## src/rtl/msb_index_stream_pkg.sv

```systemverilog
// msb_index_stream_pkg: shared state encoding and width helper for the
// set-bit index streamer.
//   state_t   IDLE = no word held, SCAN = residual word (or zero beat) pending
//   idx_width index width for an N-bit word, never below 1
package msb_index_stream_pkg;

  typedef enum logic {
    IDLE = 1'b0,
    SCAN = 1'b1
  } state_t;

  function automatic int unsigned idx_width(input int unsigned n);
    return (n < 2) ? 1 : $clog2(n);
  endfunction

endpackage

```

## src/rtl/msb_index_stream_if.sv

```systemverilog
// msb_index_stream_if: word-in / beat-out handshake bundle.
//   in_valid/in_ready/in_data             word accepted on valid & ready
//   out_valid/out_ready                   beat accepted on valid & ready
//   out_index/out_mask/out_last/out_zero  beat payload
//   busy                                  a word is being scanned
// slave = the streamer, master = whoever feeds words and takes beats.
interface msb_index_stream_if
  import msb_index_stream_pkg::*;
#(
  parameter int unsigned N = 32
);
  localparam int unsigned IDXW = idx_width(N);

  logic            in_valid;
  logic            in_ready;
  logic [N-1:0]    in_data;
  logic            out_valid;
  logic            out_ready;
  logic [IDXW-1:0] out_index;
  logic [N-1:0]    out_mask;
  logic            out_last;
  logic            out_zero;
  logic            busy;

  modport master (
    output in_valid, in_data, out_ready,
    input  in_ready, out_valid, out_index, out_mask, out_last, out_zero, busy
  );

  modport slave (
    input  in_valid, in_data, out_ready,
    output in_ready, out_valid, out_index, out_mask, out_last, out_zero, busy
  );
endinterface

```

## src/rtl/msb_index_stream_onehot_to_index.sv

```systemverilog
// msb_index_stream_onehot_to_index: combinational one-hot to binary encoder.
//   onehot  in   N     one-hot (or all-zero) vector
//   index   out  IDXW  position of the set bit, 0 for an all-zero vector
// Each index bit is the OR of every onehot bit whose position has that bit set.
module msb_index_stream_onehot_to_index
  import msb_index_stream_pkg::*;
#(
  parameter int unsigned N = 32
) (
  input  logic [N-1:0]              onehot,
  output logic [idx_width(N)-1:0]   index
);
  localparam int unsigned IDXW = idx_width(N);

  // OR-tree per index bit
  always_comb begin
    index = '0;
    for (int unsigned i = 0; i < N; i++) begin
      if (onehot[i]) begin
        index = index | IDXW'(i);
      end
    end
  end
endmodule

```

## src/rtl/msb_index_stream.sv

```systemverilog
// msb_index_stream: accepts an N-bit word and streams the index of every set
// bit, MSB first, one beat per out handshake. An all-zero word yields a
// single dummy beat flagged out_zero.
//   clk   in  rising-edge clock
//   rst   in  synchronous, active-high reset
//   bus   slave modport of msb_index_stream_if (word in, beats out, busy)
// All beat fields and busy are registers; in_ready is combinational so a new
// word can load on the same edge the last beat of the previous word leaves.
module msb_index_stream
  import msb_index_stream_pkg::*;
#(
  parameter int unsigned N = 32
) (
  input  logic                 clk,
  input  logic                 rst,
  msb_index_stream_if.slave    bus
);
  localparam int unsigned IDXW = idx_width(N);

  state_t          state_q, state_d;
  logic [N-1:0]    residual_q, residual_d;
  logic            out_valid_q, out_valid_d;
  logic [IDXW-1:0] out_index_q, out_index_d;
  logic [N-1:0]    out_mask_q, out_mask_d;
  logic            out_last_q, out_last_d;
  logic            out_zero_q, out_zero_d;
  logic            busy_q, busy_d;

  logic            beat_done_c;
  logic            in_ready_c;
  logic            load_c;
  logic [N-1:0]    scan_src_c;
  logic [N-1:0]    next_mask_c;
  logic [IDXW-1:0] next_index_c;

  // Highest set bit of w: clear every bit below the top of the OR-smear.
  function automatic logic [N-1:0] isolate_msb(input logic [N-1:0] w);
    logic [N-1:0] smear;
    smear[N-1] = w[N-1];
    for (int i = int'(N) - 2; i >= 0; i--) begin
      smear[i] = w[i] | smear[i+1];
    end
    return w & ~(smear >> 1);
  endfunction

  assign beat_done_c = out_valid_q & bus.out_ready;
  assign in_ready_c  = (state_q == IDLE) | (beat_done_c & out_last_q);
  assign load_c      = bus.in_valid & in_ready_c;

  // Word whose MSB becomes the next beat: fresh word on load, else leftover bits.
  assign scan_src_c  = load_c ? bus.in_data : (residual_q & ~out_mask_q);
  assign next_mask_c = isolate_msb(scan_src_c);

  msb_index_stream_onehot_to_index #(.N(N)) u_enc (
    .onehot (next_mask_c),
    .index  (next_index_c)
  );

  // Next-state and next-beat logic
  always_comb begin
    state_d     = state_q;
    residual_d  = residual_q;
    out_valid_d = out_valid_q;
    out_index_d = out_index_q;
    out_mask_d  = out_mask_q;
    out_last_d  = out_last_q;
    out_zero_d  = out_zero_q;

    if (load_c) begin
      state_d     = SCAN;
      residual_d  = bus.in_data;
      out_valid_d = 1'b1;
      out_index_d = next_index_c;
      out_mask_d  = next_mask_c;
      out_last_d  = ((scan_src_c & ~next_mask_c) == '0);
      out_zero_d  = (bus.in_data == '0);
    end else if (beat_done_c) begin
      if (out_last_q) begin
        state_d     = IDLE;
        residual_d  = '0;
        out_valid_d = 1'b0;
        out_index_d = '0;
        out_mask_d  = '0;
        out_last_d  = 1'b0;
        out_zero_d  = 1'b0;
      end else begin
        residual_d  = scan_src_c;
        out_index_d = next_index_c;
        out_mask_d  = next_mask_c;
        out_last_d  = ((scan_src_c & ~next_mask_c) == '0);
        out_zero_d  = 1'b0;
      end
    end

    busy_d = (state_d == SCAN);
  end

  // State and output registers
  always_ff @(posedge clk) begin
    if (rst) begin
      state_q     <= IDLE;
      residual_q  <= '0;
      out_valid_q <= 1'b0;
      out_index_q <= '0;
      out_mask_q  <= '0;
      out_last_q  <= 1'b0;
      out_zero_q  <= 1'b0;
      busy_q      <= 1'b0;
    end else begin
      state_q     <= state_d;
      residual_q  <= residual_d;
      out_valid_q <= out_valid_d;
      out_index_q <= out_index_d;
      out_mask_q  <= out_mask_d;
      out_last_q  <= out_last_d;
      out_zero_q  <= out_zero_d;
      busy_q      <= busy_d;
    end
  end

  assign bus.in_ready  = in_ready_c;
  assign bus.out_valid = out_valid_q;
  assign bus.out_index = out_index_q;
  assign bus.out_mask  = out_mask_q;
  assign bus.out_last  = out_last_q;
  assign bus.out_zero  = out_zero_q;
  assign bus.busy      = busy_q;
endmodule

```

## src/flat_wrapper.sv

```systemverilog
// flat-port wrapper written by rule: the top's interface ports become plain ports
module msb_index_stream_flat import msb_index_stream_pkg::*;
#(
  parameter int unsigned N = 32
)
  (clk, rst, bus_in_valid, bus_in_data, bus_out_ready, bus_in_ready, bus_out_valid, bus_out_index, bus_out_mask, bus_out_last, bus_out_zero, bus_busy);
  msb_index_stream_if #(.N(N)) bus_i ();
  input  logic clk;
  input  logic rst;
  input wire logic [$bits(bus_i.in_valid)-1:0] bus_in_valid;
  input wire logic [$bits(bus_i.in_data)-1:0] bus_in_data;
  input wire logic [$bits(bus_i.out_ready)-1:0] bus_out_ready;
  output wire logic [$bits(bus_i.in_ready)-1:0] bus_in_ready;
  output wire logic [$bits(bus_i.out_valid)-1:0] bus_out_valid;
  output wire logic [$bits(bus_i.out_index)-1:0] bus_out_index;
  output wire logic [$bits(bus_i.out_mask)-1:0] bus_out_mask;
  output wire logic [$bits(bus_i.out_last)-1:0] bus_out_last;
  output wire logic [$bits(bus_i.out_zero)-1:0] bus_out_zero;
  output wire logic [$bits(bus_i.busy)-1:0] bus_busy;
  assign bus_i.in_valid = bus_in_valid;
  assign bus_i.in_data = bus_in_data;
  assign bus_i.out_ready = bus_out_ready;
  assign bus_in_ready = bus_i.in_ready;
  assign bus_out_valid = bus_i.out_valid;
  assign bus_out_index = bus_i.out_index;
  assign bus_out_mask = bus_i.out_mask;
  assign bus_out_last = bus_i.out_last;
  assign bus_out_zero = bus_i.out_zero;
  assign bus_busy = bus_i.busy;
  msb_index_stream #(.N(N)) u_core (.clk(clk), .rst(rst), .bus(bus_i));
endmodule
```

## config.mk

```make
export PLATFORM = sky130hd
export DESIGN_NAME = msb_index_stream_flat
export DESIGN_NICKNAME = d
export VERILOG_FILES = /design/src/rtl/msb_index_stream_pkg.sv /design/src/rtl/msb_index_stream_if.sv /design/src/rtl/msb_index_stream_onehot_to_index.sv /design/src/rtl/msb_index_stream.sv /design/src/flat_wrapper.sv
export SDC_FILE = /design/constraint.sdc
export NUM_CORES = 1
export LEC_CHECK = 0
export ABC_AREA = 0
export CAP_MARGIN = 25
export CORE_ASPECT_RATIO = 0.8
export CORE_UTILIZATION = 48
export DETAILED_ROUTE_END_ITERATION = 16
export GPL_ROUTABILITY_DRIVEN = 0
export PLACE_DENSITY = 0.81
export SYNTH_ARGS = -nofsm -noshare
export SYNTH_HDL_FRONTEND = slang
export SYNTH_SLANG_ARGS = --single-unit
```

## constraint.sdc

```tcl
create_clock -name clk -period 2.5 [get_ports clk]
set_clock_uncertainty 0.2 [all_clocks]
set_input_delay 0.25 -clock clk [delete_from_list [all_inputs] [get_ports clk]]
set_output_delay 0.25 -clock clk [all_outputs]
set_load 0.01 [all_outputs]
```

# == Word-level counts from Yosys, hierarchy flattened ==
# Cells that the tools add are included.
# op_classes
n_mux,67
bitwise_logic,41
reduce_logical,5
# op_table
cell,n
32-bit 2-to-1 mux,13
5-bit 2-to-1 mux,22
32-bit bitwise AND,3
32-bit zero test,2
32-bit inverter,2
4-bit 2-to-1 mux,8
31-bit inverter with 32-bit output,1
1-bit OR,31
1-bit 2-to-1 mux,18
3-bit 2-to-1 mux,4
2-bit 2-to-1 mux,2
2-bit nonzero test,2
1-bit bitwise AND,3
2-bit AND reduction,1
1-bit inverter,1
# word_totals
register_bits,72
output_inout_bits,42
word_cells,119

# == Logic depth before layout (Yosys ltp) ==
# Gate-level depths: netlist (run 1).
# logic_depth
word_depth,74
depth_mapped,11
depth_no_buf,8

# == By module ==
# Synthesis (run 1) repeated with hierarchy kept, for this count alone.
# hier_totals
cells_unflattened,574
area_unflattened_um2,4267.8
# modules_own_cells
mod,instances,cells_per_inst,area_each_um2
msb_index_stream,1,550,4130.2
msb_index_stream_onehot_to_index,1,24,137.6

# == Worst setup path after synthesis (run 1) ==
# No wires, ideal clock.
# synth_path
path_kind,reg-to-reg
startpoint,register u_core.state_q
endpoint,register u_core.out_last_q (netlist: u_core.bus.out_last)
setup_time_ps,69
arrival_ps,2422
required_ps,2231
slack_ps,-191
stages_incl_launch_ff,9
period_less_slack_ps,2691
cell_sequence,dfxtp_1 > a21boi_2 > inv_2 > a2111o_1 > o32a_1 > nor4b_4 > o21ai_0 > a211o_1 > o21ai_1
# synth_between
elab_chain_len,46
word_cells_on_any_way,48
classes_between,mux (7); bitwise (39); reduce/logical (2)
# synth_rtl
item,line_no,text
from (decl),msb_index_stream.sv:20,"state_t state_q, state_d;"
from (signal assigned),msb_index_stream.sv:110,state_q <= state_d;
1-bit bitwise AND (2 in a row),-,
1-bit OR,msb_index_stream.sv:47,assign in_ready_c = (state_q == IDLE) | (beat_done_c & out_last_q);
1-bit bitwise AND,msb_index_stream.sv:48,assign load_c = bus.in_valid & in_ready_c;
32-bit 2-to-1 mux,msb_index_stream.sv:51,assign scan_src_c = load_c ? bus.in_data : (residual_q & ~out_mask_q);
1-bit OR (30 in a row),msb_index_stream.sv:41,smear[i] = w[i] | smear[i+1];
31-bit inverter with 32-bit output,msb_index_stream.sv:43,return w & ~(smear >> 1);
32-bit bitwise AND,msb_index_stream.sv:43,
32-bit inverter,"msb_index_stream.sv:75, msb_index_stream.sv:90",
32-bit bitwise AND,"msb_index_stream.sv:75, msb_index_stream.sv:90",
32-bit zero test,"msb_index_stream.sv:75, msb_index_stream.sv:90",
1-bit 2-to-1 mux,msb_index_stream.sv:78,if (out_last_q) begin
1-bit 2-to-1 mux,msb_index_stream.sv:77,end else if (beat_done_c) begin
1-bit 2-to-1 mux,msb_index_stream.sv:69,if (load_c) begin
1-bit 2-to-1 mux,msb_index_stream.sv:77,
1-bit 2-to-1 mux (2 in a row),msb_index_stream.sv:69,
to (signal assigned),msb_index_stream.sv:115,out_last_q <= out_last_d;
to (decl),msb_index_stream.sv:25,"logic out_last_q, out_last_d;"
# Several ways; a longest one is shown, not always the timed one. The select of a mux whose other input is x is not followed.
# A chain may end at the register's enable or synchronous reset.

# == Final worst setup path (run 1) ==
# layout_path
startpoint,input port bus_in_valid
endpoint,register u_core.out_index_q[0] (netlist: u_core.bus.out_index[0])
# layout_between
elab_chain_len,70
word_cells_on_any_way,71
classes_between,mux (38); bitwise (32); reduce/logical (1)
# layout_rtl
item,line_no,text
from (decl),flat_wrapper.sv:10,input wire logic [$bits(bus_i.in_valid)-1:0] bus_in_valid;
1-bit bitwise AND (*),msb_index_stream.sv:48,
32-bit 2-to-1 mux,msb_index_stream.sv:51,
1-bit OR (29 in a row),msb_index_stream.sv:41,
31-bit inverter with 32-bit output,msb_index_stream.sv:43,
32-bit bitwise AND,msb_index_stream.sv:43,
1-bit 2-to-1 mux,msb_index_stream_onehot_to_index.sv:19,if (onehot[i]) begin
2-bit 2-to-1 mux (2 in a row),msb_index_stream_onehot_to_index.sv:19,
3-bit 2-to-1 mux (4 in a row),msb_index_stream_onehot_to_index.sv:19,
4-bit 2-to-1 mux (8 in a row),msb_index_stream_onehot_to_index.sv:19,
5-bit 2-to-1 mux (16 in a row),msb_index_stream_onehot_to_index.sv:19,
5-bit 2-to-1 mux,msb_index_stream.sv:78,
5-bit 2-to-1 mux,msb_index_stream.sv:77,
5-bit 2-to-1 mux,msb_index_stream.sv:69,
5-bit 2-to-1 mux,msb_index_stream.sv:77,
5-bit 2-to-1 mux (2 in a row),msb_index_stream.sv:69,
to (signal assigned),msb_index_stream.sv:113,out_index_q <= out_index_d;
to (decl),msb_index_stream.sv:23,"logic [IDXW-1:0] out_index_q, out_index_d;"
# Mark *: on every way between the ends. The rest lies on a longest branch, timed or not. The select of a mux whose other input is x is not followed.

==> metrics.txt, run 1 <==
max_cap viols=0; initial antenna violation count=0; worst reg-to-reg setup slack=-0.51 ns; area growth from synthesis to layout=56.6%; Routed WL=18,400 um; # diodes=0; Site Rows=30; # hold bufs at CTS=0; VDD IR-drop max=slightly above 0.4 mV; post-synth cell types=62; global-route wire length before repair=27,900 um; Setup crit start kind=primary input; Post-Synth XOR/XNOR Area=0%; # IOs=78; Final Max Tran Viols=0; dpl ws=-0.616 ns; initial DRC count=roughly 720; Die X=roughly 110 um; post-DR wirelength/cell=~20 um; sequential-to-total area share from yosys stat=33.0%; Worst-Skew Late Latency=0.35 ns; Design Power=about 3.7 mW; GRT Total Usage=38.3%; Mean Syn Cell Area=7.48 sq um; root buf cell=clkbuf_16; htree depth=3; Fmax=0.330 GHz; Async SR Flop Fraction=0%; Hold Crit Start=rst; fillcell total=roughly 560; TritonCTS Sinks=72; endpoints failing setup=16; Critical Path RT=approximately 2.5 ns; Post-Synth Simple-Gate Area=approximately 29%; CTS Buf Count=9; #FFs+latches synth=72; Most used DFF post-synth=dfxtp_1; reg-to-reg critical path startpoint=u_core.state_q; DR DRC count=0; most frequent cell after synthesis=nor2_1; largest area contributor in the netlist=dfxtp_1; CP endpoint kind=register; clock buffer depth=2; fin crit period=roughly 3.0 ns; yosys warns=0; Post-synth EDFFs=0; mux share of post-synthesis cell area=1.69%; PortBufs=77; largest family of logic cells by synthesized area=compound AO/OA/AOI/OAI gates; hold endpoint=u_core.bus.out_last; largest net degree at the start of global routing=73; LEAKAGE=around 2.7 nW; GRT overflow=0; Total Die Area=9480 sq um; Via-to-Cell Ratio=6.58; slew margin rel.=49.3%; Period Utilization, post-route=121%; Synth area leaders=dfxtp_1 (33%), nor2_1 (6.4%), a21oi_1 (5.6%); Final Hold Fails=0; reg2reg end=u_core.bus.out_index[0]; CP Max Fanout=16; Starting Density=50.6%; worst slew pin tran=0.760 ns; Crit path buffers/inverters=4; Detail Route Antenna Nets=0; RSZ-0062 raised after global routing=true; power per standard cell area=538 nW/um^2; synthesized area=4370 sq um; vias in the first global route=5,813; Reg2Reg Depth=10; Synth Area in Adders=1.83%; Cells after Synth=a little under 600; Worst EP arrival=~3.1 ns; Critical-path top delay cell=clkdlybuf4s50_1; HP Class=primary input to register; fin util=79.2%; CP cell instances=clkdlybuf4s50_1 -> buf_12 -> inv_1 -> buf_4 -> o21ai_0 -> and2_1 -> nor2_1 -> a311oi_2 -> nand4b_1 -> o31a_1; Yosys top cell area share=33.0%; list of most frequent post-synthesis cells=nor2_1 (74), dfxtp_1 (72), nand2_1 (55), a21oi_1 (49), o21ai_0 (49); delay of the slowest critical-path stage=0.51 ns; # nets final=823; DR vias=5,941; Core ar.=approximately 8600 sq um; CTS tree=yes; Synthesized Nets=620; type of the worst setup path=primary input to register; DP Cell Count=between 800 and 900; Worst-path clk slew=around 0.06 ns; share of cells above drive strength 1=26.7%; die height=87.3 um; status=finished with violations; final non-filler cell total=around 900; compound-cell area share of the yosys netlist=30.9%; crit-path leading delay family=compound AO/OA/AOI/OAI gates; setup TNS=-1.82 ns; First-pass DRT Iterations=6; Hold Crit Depth=6; final worst slack=-0.534 ns; HPWL Detailed=12,000 um; failing checks=negative setup slack
-- timing repair --
action                     in CTS  in global routing
gates cloned                    1                  0
resized for setup              22                 18
pin swaps                      16                 10
buffers inserted                5                  2
setup endpoints to repair      17                 24
-- worst max path at each step --
stage	startpoint	to	slack, ns	cells past startpoint
6_report	bus_in_valid	u_core.bus.out_index[0]	-0.53	10
5_1_grt	bus_in_valid	u_core.bus.out_index[0]	-0.49	10
4_1_cts	u_core.state_q	u_core.bus.out_mask[0]	-0.16	9
3_5_place_dp	bus_out_ready	u_core.bus.out_mask[0]	-0.62	9
3_3_place_gp	bus_out_ready	u_core.bus.out_mask[0]	-0.47	10
2_1_floorplan	u_core.state_q	u_core.bus.out_last	0.02	11
-- registers in the layout, summed over array words and instances (netlist names) --
name	cells
u_core.bus.out_zero	1
u_core.bus.out_mask	32
u_core.state_q	1
u_core.bus.out_last	1
u_core.residual_q	32
u_core.bus.out_index	5
-- per-layer routing --
| layer | vias to the layer above | track usage, % | share of wire, % |
|---|---|---|---|
| met3 | 133 | 11.5 | 13 |
| met2 | 482 | 60.3 | 45 |
| met5 | - | 0 | 0 |
| met4 | 0 | 24.6 | 5.7 |
| li1 | 2591 | - | - |
| met1 | 2735 | 45.4 | 37 |
-- through the flow --
| step | area [sq um] | hold slack, ns |
|---|---|---|
| final | 6840 | 0.247 |
| after global routing | 6840 | 0.271 |
| after CTS | 6730 | 0.234 |
| after detailed placement | 6280 | 0.248 |
| after global placement | 6280 | 0.239 |
| after floorplan | 4400 | 0.200 |
-- kinds of logic (layout without fill, tap and decap cells) --
| family | Yosys count | count (layout) |
|---|---|---|
| AOI/OAI and AO/OA | 201 | 201 |
| adders and majority gates | 8 | 8 |
| buffers and inverters | 44 | 250 |
| DFF | 72 | 72 |
| muxes | 7 | 7 |
| and+or+nand+nor | 252 | 253 |
-- area by class of cell --
class / instances / area [sq um] / area share, %
inverters: 6 / 25.0 / 0.366
clock buffers: 14 / 295 / 4.32
well taps: 112 / 140 / 2.05
flip-flops and latches: 72 / 1450 / 21.1
repair buffers: 229 / 1940 / 28.4
clock inverters: 1 / 7.51 / 0.110
multi-input cells: 469 / 2980 / 43.7
-- where the power goes --
| part | switching (mW) | internal [mW] |
|---|---|---|
| Sequential | 0.0373 | 1.20 |
| Clock | 0.488 | 0.808 |
| Combinational | 0.623 | 0.521 |
| Total | 1.15 | 2.53 |
-- worst reg2reg max path: stages (launching register included) --
cell and delay [ns]:
dfxtp_4 0.34, a21boi_4 0.20, inv_4 0.10, buf_4 0.16, nand2_1 0.14, buf_4 0.18, mux2i_2 0.32, o21ai_1 0.20
a311oi_2 0.49, nand4b_1 0.22, o31a_1 0.34
-- cells in the final DEF (no fill, tap or decap), types with 4 or more instances in the layout --
| cell | Yosys | routed |
|---|---|---|
| nand2_1 | 55 | 54 |
| clkdlybuf4s50_1 | 0 | 75 |
| a21oi_1 | 49 | 45 |
| nor3_1 | 22 | 19 |
| dfxtp_1 | 72 | 71 |
| a21o_1 | 4 | 4 |
| or3_1 | 5 | 5 |
| a32oi_1 | 9 | 7 |
| o21ai_0 | 49 | 47 |
| nand4_1 | 4 | 4 |
| a211oi_1 | 5 | 4 |
| and3_1 | 5 | 4 |
| nor2b_1 | 20 | 17 |
| nand2b_1 | 18 | 17 |
| o31a_1 | 6 | 6 |
| o31ai_1 | 4 | 4 |
| inv_1 | 5 | 5 |
| nand3b_1 | 4 | 4 |
| a22oi_1 | 30 | 29 |
| clkbuf_16 | 0 | 10 |
| nand3_1 | 24 | 21 |
| buf_4 | 1 | 148 |
| maj3_1 | 8 | 8 |
| a2bb2oi_1 | 4 | 4 |
| nor2_1 | 74 | 72 |
(Power assumes the default switching activity.)
==> run 2: changes to the inputs <==
Settings changed: REMOVE_ABC_BUFFERS set to 1.
==> run 2 against run 1 <==
  * The flow still finishes with violations (negative setup slack)
  * Cell area down 1.4%
  * Non-clock buffer count down 10
  * Critical path depth down 1
  * Final cell count down 1.1%
  * Utilization down 1.1 points
  * Register-to-register slack better by 0.32 ns
  * Total power up 4.7%
  * Sequential power about the same
  * Clock-buffer cell count down 4
  * Wire length down 6.7%
  * Critical path type is now register to register
  * Largest cell class unchanged
==> metrics.txt, run 2 (same netlist as run 1, synthesis figures left out) <==
power per standard cell area=572 nW/um^2 (was 538 nW/um^2); Core ar.=8630 sq um (unchanged); Worst EP arrival=2.77 ns (was 3.07 ns); Worst-Skew Late Latency=0.35 ns (about the same); wire length on met3=1990 um (was 2360 um); CP cell instances=a21boi_4 -> inv_2 -> a2111o_1 -> o32a_1 -> nor4b_4 -> buf_6 -> o21ai_1 -> a211o_1 -> o21ai_1 (was clkdlybuf4s50_1 -> buf_12 -> inv_1 -> buf_4 -> o21ai_0 -> and2_1 -> nor2_1 -> a311oi_2 -> nand4b_1 -> o31a_1); LEAKAGE=2.66 nW (was 2.71 nW); # IOs=78 (unchanged); CP Max Fanout=6 (was 16); HP Class=primary input to register (unchanged); share of cells above drive strength 1=24.8% (was 26.7%); Post-DP Area=6200 sq um (was 6280 sq um); Final Hold Fails=0 (unchanged); Via-to-Cell Ratio=6.49 (was 6.58); Final Max Tran Viols=0 (unchanged); Critical Path RT=2.58 ns (was 2.53 ns); Most Frequent Cell on Critical Path=o21ai_1; endpoints failing setup=11 (was 16); vias in the first global route=5,524 (was 5,813); status=finished with violations (unchanged); PortBufs=77 (unchanged); design area=6740 sq um (was 6840 sq um); Setup crit start kind=register (was primary input); delay of the slowest critical-path stage=0.43 ns (was 0.51 ns); fin crit period=2.69 ns (was 3.03 ns); GRT overflow=0 (unchanged); final non-filler cell total=893 (was 903); Detail Route Antenna Nets=0 (unchanged); Setup crit start=u_core.state_q (was bus_in_valid); DR DRC count=0 (unchanged); uppermost layer routed=met4 (unchanged); CTS Buf Count=9 (unchanged); # nets final=812 (was 823); Site Rows=30 (unchanged); die height=87.3 um (unchanged); global-route wire length before repair=26,600 um (was 27,900 um); VDD IR-drop max=0.562 mV (was 0.407 mV); post-DR wirelength/cell=19.2 um (was 20.3 um); Die X=109 um (unchanged); most frequent cells in the layout=buf_4 (137), clkdlybuf4s50_1 (75), nor2_1 (72) (was buf_4 (148), clkdlybuf4s50_1 (75), nor2_1 (72)); setup TNS=-0.983 ns (was -1.82 ns); clock buffer depth=2 (unchanged); met2 wire length=7730 um (was 8230 um); type of the worst setup path=register to register (was primary input to register); Total Die Area=9480 sq um (unchanged); Starting Density=50.6% (unchanged); GRT Total Usage=36.2% (was 38.3%); First-pass DRT Iterations=5 (was 6); DR vias=5,800 (was 5,941); HPWL Detailed=11,900 um (was 12,000 um); Hold Crit Start=rst (unchanged); # diodes=0 (unchanged); initial DRC count=681 (was 716); sequential cell area=1440 sq um (was 1450 sq um); largest net degree at the start of global routing=73 (unchanged); fillcell total=601 (was 561); reg-to-reg critical path startpoint=u_core.state_q (unchanged); slew margin rel.=49.5% (was 49.3%); worst slew pin tran=0.758 ns (was 0.760 ns); area growth from synthesis to layout=54.4% (was 56.6%); Critical-path top delay cell=a2111o_1 (was clkdlybuf4s50_1); Design Power=3.85 mW (was 3.68 mW); dpl ws=-0.585 ns (was -0.616 ns); Fmax=0.372 GHz (was 0.330 GHz); htree depth=3 (unchanged); Worst-path clk slew=0.06 ns (about the same); DP Cell Count=875 (was 881); final worst slack=-0.191 ns (was -0.534 ns); # hold bufs at CTS=0 (unchanged); initial antenna violation count=0 (unchanged); Routed WL=17,100 um (was 18,400 um); TritonCTS Sinks=72 (unchanged); met1 WL=6660 um (was 6730 um); CTS tree=yes (unchanged); RSZ-0062 raised after global routing=true (unchanged); fin util=78.1% (was 79.2%); commonest non-fill, non-tap cell in the layout=buf_4 (unchanged); Period Utilization, post-route=108% (was 121%); root buf cell=clkbuf_16 (unchanged); area taken by multi-input logic gates=2920 sq um (was 2980 sq um); Min Hold Slack=0.232 ns (was 0.247 ns); CP endpoint kind=register (unchanged); failing checks=negative setup slack (unchanged); max_cap viols=0 (unchanged)
-- run 2: per-layer routing --
metal	track usage [%]	vias to the layer above
met4	17.8	0
met3	10.1	99
met2	58.5	461
met1	44.2	2672
met5	0	-
li1	-	2568
-- run 2: worst paths after layout --
kind,to,slack [ns],cells past startpoint
worst max-delay path,u_core.bus.out_last,-0.19,9
worst min-delay path,u_core.bus.out_last,0.23,6
worst max register to register,u_core.bus.out_last,-0.19,9
worst min register to register,u_core.residual_q[31],0.26,2
-- run 2: repair_timing --
item                                    4_1_cts  5_1_grt
endpoints found under the setup margin       20       23
pin swaps                                     8        3
buffers inserted                              1        1
resized for setup                            18       17
-- run 2: cell type report --
class	instances	area share, %
clock buffers	10	3.55
clock inverters	6	1.71
inverters	6	0.334
multi-input cells	468	43.3
flip-flops and latches	72	21.4
well taps	112	2.08
repair buffers	219	27.6
-- run 2: worst max-delay path, delay by kind of cell, from the launching register on --
| kind | cells | cell delay, ns |
|---|---|---|
| AO/OA/AOI/OAI | 6 | 1.50 |
| AND/OR/NAND/NOR | 1 | 0.32 |
| flip-flops | 1 | 0.33 |
| buffers and inverters | 2 | 0.27 |
-- run 2: power breakdown --
group / leakage [nW] / switching (mW) / internal, mW
combinational: 1.90 / 0.580 / 0.494
sequential: 0.588 / 0.0363 / 1.20
clock: 0.169 / 0.532 / 1.01
